## config.mk

```make
export PLATFORM = sky130hd
export DESIGN_NAME = mc_controller_flat
export DESIGN_NICKNAME = d
export VERILOG_FILES = /design/src/rtl/mc_pkg.sv /design/src/rtl/mc_controller_if.sv /design/src/rtl/mc_aludec.sv /design/src/rtl/mc_controller.sv /design/src/flat_wrapper.sv
export SDC_FILE = /design/constraint.sdc
export NUM_CORES = 1
export LEC_CHECK = 0
export ABC_AREA = 1
export CORE_MARGIN = 10
export CORE_UTILIZATION = 40
export DETAILED_ROUTE_END_ITERATION = 8
export HOLD_SLACK_MARGIN = 0.1
export PLACE_DENSITY = 0.88
export SYNTH_ARGS = -nofsm -noshare
export SYNTH_HDL_FRONTEND = slang
export SYNTH_HIERARCHICAL = 1
export SYNTH_SLANG_ARGS = --single-unit
```

## constraint.sdc

```tcl
create_clock -name clk -period 2.6 [get_ports clk]
set_input_delay 0.65 -clock clk [delete_from_list [all_inputs] [get_ports clk]]
set_output_delay 0.65 -clock clk [all_outputs]
set_load 0.02 [all_outputs]
```

## src/rtl/mc_pkg.sv

```systemverilog
// Shared encodings for the multicycle controller: FSM states, ALU operation classes,
// ALU codes, opcodes and datapath mux selects.
package mc_pkg;

  typedef enum logic [3:0] {
    S_FETCH,
    S_DECODE,
    S_MEMADR,
    S_MEMREAD,
    S_MEMWB,
    S_MEMWRITE,
    S_EXECR,
    S_EXECI,
    S_ALUWB,
    S_BRANCH,
    S_JAL,
    S_TRAP
  } state_t;

  typedef enum logic [1:0] {
    ALUOP_ADD,
    ALUOP_SUB,
    ALUOP_FUNCT
  } ALUOp_t;

  localparam logic [3:0] ALU_ADD   = 4'd0;
  localparam logic [3:0] ALU_SUB   = 4'd1;
  localparam logic [3:0] ALU_AND   = 4'd2;
  localparam logic [3:0] ALU_OR    = 4'd3;
  localparam logic [3:0] ALU_XOR   = 4'd4;
  localparam logic [3:0] ALU_SLT   = 4'd5;
  localparam logic [3:0] ALU_SLL   = 4'd6;
  localparam logic [3:0] ALU_SRL   = 4'd7;
  localparam logic [3:0] ALU_SRA   = 4'd8;
  localparam logic [3:0] ALU_SLTU  = 4'd9;
  localparam logic [3:0] ALU_PASSB = 4'd10;

  localparam logic [6:0] OP_LOAD   = 7'b0000011;
  localparam logic [6:0] OP_STORE  = 7'b0100011;
  localparam logic [6:0] OP_RTYPE  = 7'b0110011;
  localparam logic [6:0] OP_ITYPE  = 7'b0010011;
  localparam logic [6:0] OP_LUI    = 7'b0110111;
  localparam logic [6:0] OP_BRANCH = 7'b1100011;
  localparam logic [6:0] OP_JAL    = 7'b1101111;

  localparam logic [2:0] IMM_I = 3'b000;
  localparam logic [2:0] IMM_S = 3'b001;
  localparam logic [2:0] IMM_B = 3'b010;
  localparam logic [2:0] IMM_J = 3'b011;
  localparam logic [2:0] IMM_U = 3'b100;

  localparam logic [1:0] RES_ALUOUT    = 2'b00;
  localparam logic [1:0] RES_DATA      = 2'b01;
  localparam logic [1:0] RES_ALURESULT = 2'b10;

  localparam logic [1:0] SRCA_PC    = 2'b00;
  localparam logic [1:0] SRCA_OLDPC = 2'b01;
  localparam logic [1:0] SRCA_RS1   = 2'b10;

  localparam logic [1:0] SRCB_RS2  = 2'b00;
  localparam logic [1:0] SRCB_IMM  = 2'b01;
  localparam logic [1:0] SRCB_FOUR = 2'b10;

  // Immediate format follows the opcode alone, so the extender is set up in every state.
  function automatic logic [2:0] imm_src_of(input logic [6:0] op);
    case (op)
      OP_STORE:  return IMM_S;
      OP_BRANCH: return IMM_B;
      OP_JAL:    return IMM_J;
      OP_LUI:    return IMM_U;
      default:   return IMM_I;
    endcase
  endfunction

endpackage

```

## src/rtl/mc_controller_if.sv

```systemverilog
// Controller <-> datapath bundle: instruction fields and status in, mux selects and strobes out.
interface mc_controller_if;
  logic [6:0] op;
  logic [2:0] funct3;
  logic       funct7b5;
  logic       Zero;
  logic       MemReady;
  logic       MemReq;
  logic       MemWrite;
  logic       AdrSrc;
  logic       IRWrite;
  logic       PCWrite;
  logic       RegWrite;
  logic [1:0] ResultSrc;
  logic [1:0] ALUSrcA;
  logic [1:0] ALUSrcB;
  logic [2:0] ImmSrc;
  logic [3:0] ALUControl;
  logic       Illegal;

  modport master (
    input  op, funct3, funct7b5, Zero, MemReady,
    output MemReq, MemWrite, AdrSrc, IRWrite, PCWrite, RegWrite,
           ResultSrc, ALUSrcA, ALUSrcB, ImmSrc, ALUControl, Illegal
  );

  modport slave (
    output op, funct3, funct7b5, Zero, MemReady,
    input  MemReq, MemWrite, AdrSrc, IRWrite, PCWrite, RegWrite,
           ResultSrc, ALUSrcA, ALUSrcB, ImmSrc, ALUControl, Illegal
  );
endinterface

```

## src/rtl/mc_aludec.sv

```systemverilog
// ALU decoder: maps the FSM's operation class plus instruction fields to an ALU code.
module mc_aludec
  import mc_pkg::*;
(
  input  ALUOp_t     alu_op,
  input  logic [2:0] funct3,
  input  logic       funct7b5,
  input  logic       op5,
  input  logic       is_lui,
  output logic [3:0] alu_control
);

  always_comb begin
    alu_control = ALU_ADD;
    case (alu_op)
      ALUOP_ADD: alu_control = ALU_ADD;
      ALUOP_SUB: alu_control = ALU_SUB;
      ALUOP_FUNCT: begin
        if (is_lui) begin
          alu_control = ALU_PASSB;
        end else begin
          case (funct3)
            // IR[30] is an immediate bit for addi, so only R-type may select SUB.
            3'b000:  alu_control = (op5 && funct7b5) ? ALU_SUB : ALU_ADD;
            3'b001:  alu_control = ALU_SLL;
            3'b010:  alu_control = ALU_SLT;
            3'b011:  alu_control = ALU_SLTU;
            3'b100:  alu_control = ALU_XOR;
            3'b101:  alu_control = funct7b5 ? ALU_SRA : ALU_SRL;
            3'b110:  alu_control = ALU_OR;
            default: alu_control = ALU_AND;
          endcase
        end
      end
      default: alu_control = ALU_ADD;
    endcase
  end

endmodule

```

## src/rtl/mc_controller.sv

```systemverilog
// Multicycle RISC-V main controller: Moore FSM sharing one ALU and one unified memory port
// across FETCH/DECODE/EXECUTE/MEM/WB; memory states hold until MemReady.
module mc_controller
  import mc_pkg::*;
(
  input  logic           clk,
  input  logic           reset,
  mc_controller_if.master bus
);

  state_t     state;
  state_t     state_next;
  ALUOp_t     alu_op;
  logic       mem_req;
  logic       mem_write;
  logic       ir_write;
  logic       pc_write;
  logic       reg_write;
  logic       illegal;
  logic       adr_src;
  logic [1:0] result_src;
  logic [1:0] alu_src_a;
  logic [1:0] alu_src_b;

  always_ff @(posedge clk or posedge reset) begin
    if (reset) begin
      state <= S_FETCH;
    end else begin
      state <= state_next;
    end
  end

  always_comb begin
    state_next = state;
    mem_req    = 1'b0;
    mem_write  = 1'b0;
    adr_src    = 1'b0;
    ir_write   = 1'b0;
    pc_write   = 1'b0;
    reg_write  = 1'b0;
    illegal    = 1'b0;
    result_src = RES_ALUOUT;
    alu_src_a  = SRCA_PC;
    alu_src_b  = SRCB_RS2;
    alu_op     = ALUOP_ADD;

    case (state)
      S_FETCH: begin
        mem_req    = 1'b1;
        alu_src_a  = SRCA_PC;
        alu_src_b  = SRCB_FOUR;
        result_src = RES_ALURESULT;
        ir_write   = bus.MemReady;
        pc_write   = bus.MemReady;
        if (bus.MemReady) state_next = S_DECODE;
      end
      S_DECODE: begin
        // Precompute OldPC+imm so BRANCH/JAL find their target already in ALUOut.
        alu_src_a = SRCA_OLDPC;
        alu_src_b = SRCB_IMM;
        case (bus.op)
          OP_LOAD, OP_STORE: state_next = S_MEMADR;
          OP_RTYPE:          state_next = S_EXECR;
          OP_ITYPE, OP_LUI:  state_next = S_EXECI;
          OP_BRANCH:         state_next = (bus.funct3[2:1] == 2'b00) ? S_BRANCH : S_TRAP;
          OP_JAL:            state_next = S_JAL;
          default:           state_next = S_TRAP;
        endcase
      end
      S_MEMADR: begin
        alu_src_a  = SRCA_RS1;
        alu_src_b  = SRCB_IMM;
        state_next = bus.op[5] ? S_MEMWRITE : S_MEMREAD;
      end
      S_MEMREAD: begin
        mem_req    = 1'b1;
        adr_src    = 1'b1;
        result_src = RES_ALUOUT;
        if (bus.MemReady) state_next = S_MEMWB;
      end
      S_MEMWB: begin
        result_src = RES_DATA;
        reg_write  = 1'b1;
        state_next = S_FETCH;
      end
      S_MEMWRITE: begin
        mem_req    = 1'b1;
        mem_write  = 1'b1;
        adr_src    = 1'b1;
        result_src = RES_ALUOUT;
        if (bus.MemReady) state_next = S_FETCH;
      end
      S_EXECR: begin
        alu_src_a  = SRCA_RS1;
        alu_src_b  = SRCB_RS2;
        alu_op     = ALUOP_FUNCT;
        state_next = S_ALUWB;
      end
      S_EXECI: begin
        alu_src_a  = SRCA_RS1;
        alu_src_b  = SRCB_IMM;
        alu_op     = ALUOP_FUNCT;
        state_next = S_ALUWB;
      end
      S_ALUWB: begin
        result_src = RES_ALUOUT;
        reg_write  = 1'b1;
        state_next = S_FETCH;
      end
      S_BRANCH: begin
        alu_src_a  = SRCA_RS1;
        alu_src_b  = SRCB_RS2;
        alu_op     = ALUOP_SUB;
        result_src = RES_ALUOUT;
        pc_write   = bus.funct3[0] ? ~bus.Zero : bus.Zero;
        state_next = S_FETCH;
      end
      S_JAL: begin
        // PC takes the target from ALUOut while the ALU forms OldPC+4 for rd.
        alu_src_a  = SRCA_OLDPC;
        alu_src_b  = SRCB_FOUR;
        result_src = RES_ALUOUT;
        pc_write   = 1'b1;
        state_next = S_ALUWB;
      end
      S_TRAP: begin
        illegal    = 1'b1;
        state_next = S_TRAP;
      end
      default: state_next = S_FETCH;
    endcase
  end

  mc_aludec u_aludec (
    .alu_op      (alu_op),
    .funct3      (bus.funct3),
    .funct7b5    (bus.funct7b5),
    .op5         (bus.op[5]),
    .is_lui      (bus.op == OP_LUI),
    .alu_control (bus.ALUControl)
  );

  // Strobes are gated by reset directly so a pending memory request dies in the reset cycle.
  assign bus.MemReq    = mem_req   & ~reset;
  assign bus.MemWrite  = mem_write & ~reset;
  assign bus.IRWrite   = ir_write  & ~reset;
  assign bus.PCWrite   = pc_write  & ~reset;
  assign bus.RegWrite  = reg_write & ~reset;
  assign bus.Illegal   = illegal   & ~reset;
  assign bus.AdrSrc    = adr_src;
  assign bus.ResultSrc = result_src;
  assign bus.ALUSrcA   = alu_src_a;
  assign bus.ALUSrcB   = alu_src_b;
  assign bus.ImmSrc    = imm_src_of(bus.op);

endmodule

```

## src/flat_wrapper.sv

```systemverilog
// flat-port wrapper written by rule: the top's interface ports become plain ports
module mc_controller_flat import mc_pkg::*;
  (clk, reset, bus_op, bus_funct3, bus_funct7b5, bus_Zero, bus_MemReady, bus_MemReq, bus_MemWrite, bus_AdrSrc, bus_IRWrite, bus_PCWrite, bus_RegWrite, bus_ResultSrc, bus_ALUSrcA, bus_ALUSrcB, bus_ImmSrc, bus_ALUControl, bus_Illegal);
  mc_controller_if bus_i ();
  input  logic clk;
  input  logic reset;
  input wire logic [$bits(bus_i.op)-1:0] bus_op;
  input wire logic [$bits(bus_i.funct3)-1:0] bus_funct3;
  input wire logic [$bits(bus_i.funct7b5)-1:0] bus_funct7b5;
  input wire logic [$bits(bus_i.Zero)-1:0] bus_Zero;
  input wire logic [$bits(bus_i.MemReady)-1:0] bus_MemReady;
  output wire logic [$bits(bus_i.MemReq)-1:0] bus_MemReq;
  output wire logic [$bits(bus_i.MemWrite)-1:0] bus_MemWrite;
  output wire logic [$bits(bus_i.AdrSrc)-1:0] bus_AdrSrc;
  output wire logic [$bits(bus_i.IRWrite)-1:0] bus_IRWrite;
  output wire logic [$bits(bus_i.PCWrite)-1:0] bus_PCWrite;
  output wire logic [$bits(bus_i.RegWrite)-1:0] bus_RegWrite;
  output wire logic [$bits(bus_i.ResultSrc)-1:0] bus_ResultSrc;
  output wire logic [$bits(bus_i.ALUSrcA)-1:0] bus_ALUSrcA;
  output wire logic [$bits(bus_i.ALUSrcB)-1:0] bus_ALUSrcB;
  output wire logic [$bits(bus_i.ImmSrc)-1:0] bus_ImmSrc;
  output wire logic [$bits(bus_i.ALUControl)-1:0] bus_ALUControl;
  output wire logic [$bits(bus_i.Illegal)-1:0] bus_Illegal;
  assign bus_i.op = bus_op;
  assign bus_i.funct3 = bus_funct3;
  assign bus_i.funct7b5 = bus_funct7b5;
  assign bus_i.Zero = bus_Zero;
  assign bus_i.MemReady = bus_MemReady;
  assign bus_MemReq = bus_i.MemReq;
  assign bus_MemWrite = bus_i.MemWrite;
  assign bus_AdrSrc = bus_i.AdrSrc;
  assign bus_IRWrite = bus_i.IRWrite;
  assign bus_PCWrite = bus_i.PCWrite;
  assign bus_RegWrite = bus_i.RegWrite;
  assign bus_ResultSrc = bus_i.ResultSrc;
  assign bus_ALUSrcA = bus_i.ALUSrcA;
  assign bus_ALUSrcB = bus_i.ALUSrcB;
  assign bus_ImmSrc = bus_i.ImmSrc;
  assign bus_ALUControl = bus_i.ALUControl;
  assign bus_Illegal = bus_i.Illegal;
  mc_controller u_core (.clk(clk), .reset(reset), .bus(bus_i));
endmodule
```

==> metrics.md <==
| Metric | Value |
|---|---|
| Status | `finished clean` |
| Share of layout cells above drive strength 1 | `0.244` |
| Initial DRT Pass Iterations | `4` |
| Die extent in x | `64.6 um` |
| Peak supply drop | `173 uV` |
| Synth Register Bits | `4` |
| Synth top cells by count | `nand2_1 (47), inv_1 (35), nand3_1 (18)` |
| Share of flip-flops with an asynchronous set or reset | `1.00` |
| PD cells | `151 nW/um^2` |
| Hpwl dp | `2370 um` |
| H-tree Lvls | `1` |
| RSZ-0062 raised after global routing | `no` |
| Non-Filler Instances | `240` |
| Met2 WL | `1460 um` |
| Largest register FFs | `4` |
| Simple-Gate Fraction of Synth Area | `0.546` |
| Worst setup EP type | `output pin` |
| Combinational share of power | `0.330` |
| Clk pwr share | `0.365` |
| Mapped cell area | `797 sq um` |
| IO buf count | `34` |
| Area Overhead vs Synth | `71.1%` |
| Largest net degree at the start of global routing | `10` |
| Routed Antenna Nets | `0` |
| Placed cell count | `233` |
| Core ar. | `1920 sq um` |
| # hold bufs at CTS | `0` |
| Final Hold Vio Count | `0` |
| Leak pwr | `0.872 nW` |
| XOR/XNOR share of the synthesized area | `0.0110` |
| # diodes | `0` |
| Vias in the first global route | `1155` |
| Worst setup path class | `primary input to output pin` |
| Post-synthesis compound-gate area fraction | `0.0879` |
| Net Count, Synth | `171` |
| Syn Area/Cell | `5.18 sq um` |
| Initial antenna violation count | `0` |
| Pwr Total | `206 uW` |
| CTS buffer count | `3` |
| Crit path DAT | `1.87 ns` |
| Slew at the pin with the worst max-slew slack | `0.306 ns` |
| Internal power | `146 uW` |
| Initial core utilization | `0.415` |
| Die height | `64.6 um` |
| Most numerous cell in the Yosys netlist | `nand2_1` |
| Startpoint Class | `primary input` |
| DRT iter0 DRCs | `33` |
| CTS root buf | `clkbuf_4` |
| Gr ovfl total | `0` |
| Clock sinks | `4` |
| Met3 WL | `141 um` |
| Routed WL | `2740 um` |
| Multiplexer share of the synthesized area | `0` |
| CP max FO | `4` |
| Ports | `35` |
| Gate Count Post-Synth | `154` |
| Adder-Cell Fraction of Synth Area | `0.0314` |
| Max-cap viol count | `0` |
| Final nets | `232` |
| Post-synth EDFFs | `0` |
| Hold slack | `0.626 ns` |
| CTS tree | `done` |
| First-pass GRT wire length | `4660 um` |
| Sw Share | `0.291` |
| Main synth FF type | `dfrtp_1` |
| Row count | `16` |
| M1 WL | `1100 um` |
| Synth cell types | `25` |
| Relative slew slack | `0.796` |
| Fin crit period | `2.52 ns` |
| P_sw | `59.8 uW` |
| Highest routed layer | `met4` |
| Largest family of logic cells by synthesized area | `simple AND/OR/NAND/NOR gates` |
| Highest Clock Rate | `398 MHz` |
| Final GP Congestion | `0.865` |
| Worst min-delay path class | `register to register` |
| Final slew viol count | `0` |
| Die footprint | `4180 sq um` |
| Post-synth top area cell | `nand2_1` |
| Skew-Pair Late Insertion Delay | `0.23 ns` |
| Req. time, crit path | `1.95 ns` |
| Worst Skew | `0.00873 ns` |
| Final setup viols | `0` |
| WL per Instance | `11.4 um` |
| Flop pwr share | `0.304` |
| Yosys top cell area share | `0.221` |
| Post-synthesis sequential area ratio | `0.126` |
| Synth Warn # | `6` |
| Setup TNS | `0 ns` |
| Via density | `4.84` |
| Registers with the most flip-flops | `u_core/state: 4 flops` |
| # DRC | `0` |
| Vias | `1162` |
| Biggest register | `u_core/state` |
| Fin crit share | `0.967` |
| Total track usage | `0.131` |
| Ranking of synthesized cells by area | `nand2_1 (22%), inv_1 (16%), dfrtp_1 (13%)` |
| Max Root-Sink Buffers | `2` |
| Worst-path clk slew | `0.03 ns` |
## placed cells by master, fill, tap and decap left out, types with 8 or more instances in the layout
cell	Yosys	routed
nand3_1	18	16
buf_4	0	23
nor2_1	17	16
inv_1	35	31
dlygate4sd2_1	0	18
inv_2	4	8
clkdlybuf4s50_1	0	9
nand2_1	47	46
## critical path: stages
cell and delay (ns):
dlygate4sd2_1 0.28, nand3_2 0.09, inv_2 0.04, nand2_1 0.09, inv_2 0.04, inv_2 0.06
nand3_2 0.07, nor2_2 0.11, buf_4 0.12, buf_4 0.09, nand2_1 0.05, inv_1 0.06
buf_6 0.11
## cell type report
type	count	area [sq um]
Fill cell	185	558
Inverter	39	146
Timing Repair Buffer	57	489
Clock buffer	3	22.5
Tap cell	27	33.8
Multi-Input combinational cell	110	572
Sequential cell	4	100
## worst paths after layout
path                       cells past startpoint                 to            start  slack [ns]
hold reg to reg                                3    u_core/state[0]  u_core/state[0]        0.63
min in group asynchronous                      3    u_core/state[2]            reset        0.85
setup reg to reg                               9    u_core/state[0]  u_core/state[2]        1.33
setup / recovery                              13  bus_ALUControl[2]        bus_op[5]        0.08
hold / removal                                 3    u_core/state[0]  u_core/state[0]        0.63
max in group asynchronous                      3    u_core/state[0]            reset        1.64
## kinds of logic (layout without fill, tap and decap cells)
kind of cell,count (synthesis),after routing
DFF,4,4
xor gates and xnor gates,1,1
and+or+nand+nor,96,96
AOI/OAI and AO/OA,11,11
adders and majority gates,2,2
buffers and inverters,40,99
## repair_timing
item	in CTS	in global routing
pin swaps	4	3
endpoints found under the setup margin	12	7
gates cloned	0	0
setup buffers	4	0
resized for setup	31	14
hold endpoints to repair	0	0
## stage by stage
stage                util  setup slack (ns)  cell area (sq um)
floorplan               -             0.512                797
global placement    0.678            -0.447               1300
detailed placement  0.678            -0.523               1300
CTS                 0.696           0.00936               1340
global route        0.710           0.00127               1360
finish              0.710            0.0848               1360
## power by group through the flow
stage	combinational [mW]	clock, mW	sequential (mW)
after floorplan	0.0292	0	0.0634
final	0.0680	0.0751	0.0626
after global placement	0.0668	0	0.0634
after CTS	0.0666	0.0796	0.0626
after detailed placement	0.0698	0	0.0634
after global routing	0.0749	0.0882	0.0624
## routing by layer
layer  vias up  global-route usage
li1        595                   -
met4         0              0.0535
met1       508               0.128
met2        51               0.262
met3         8              0.0206
met5         -                   0
No activity file was read; power rests on OpenSTA's default activity.
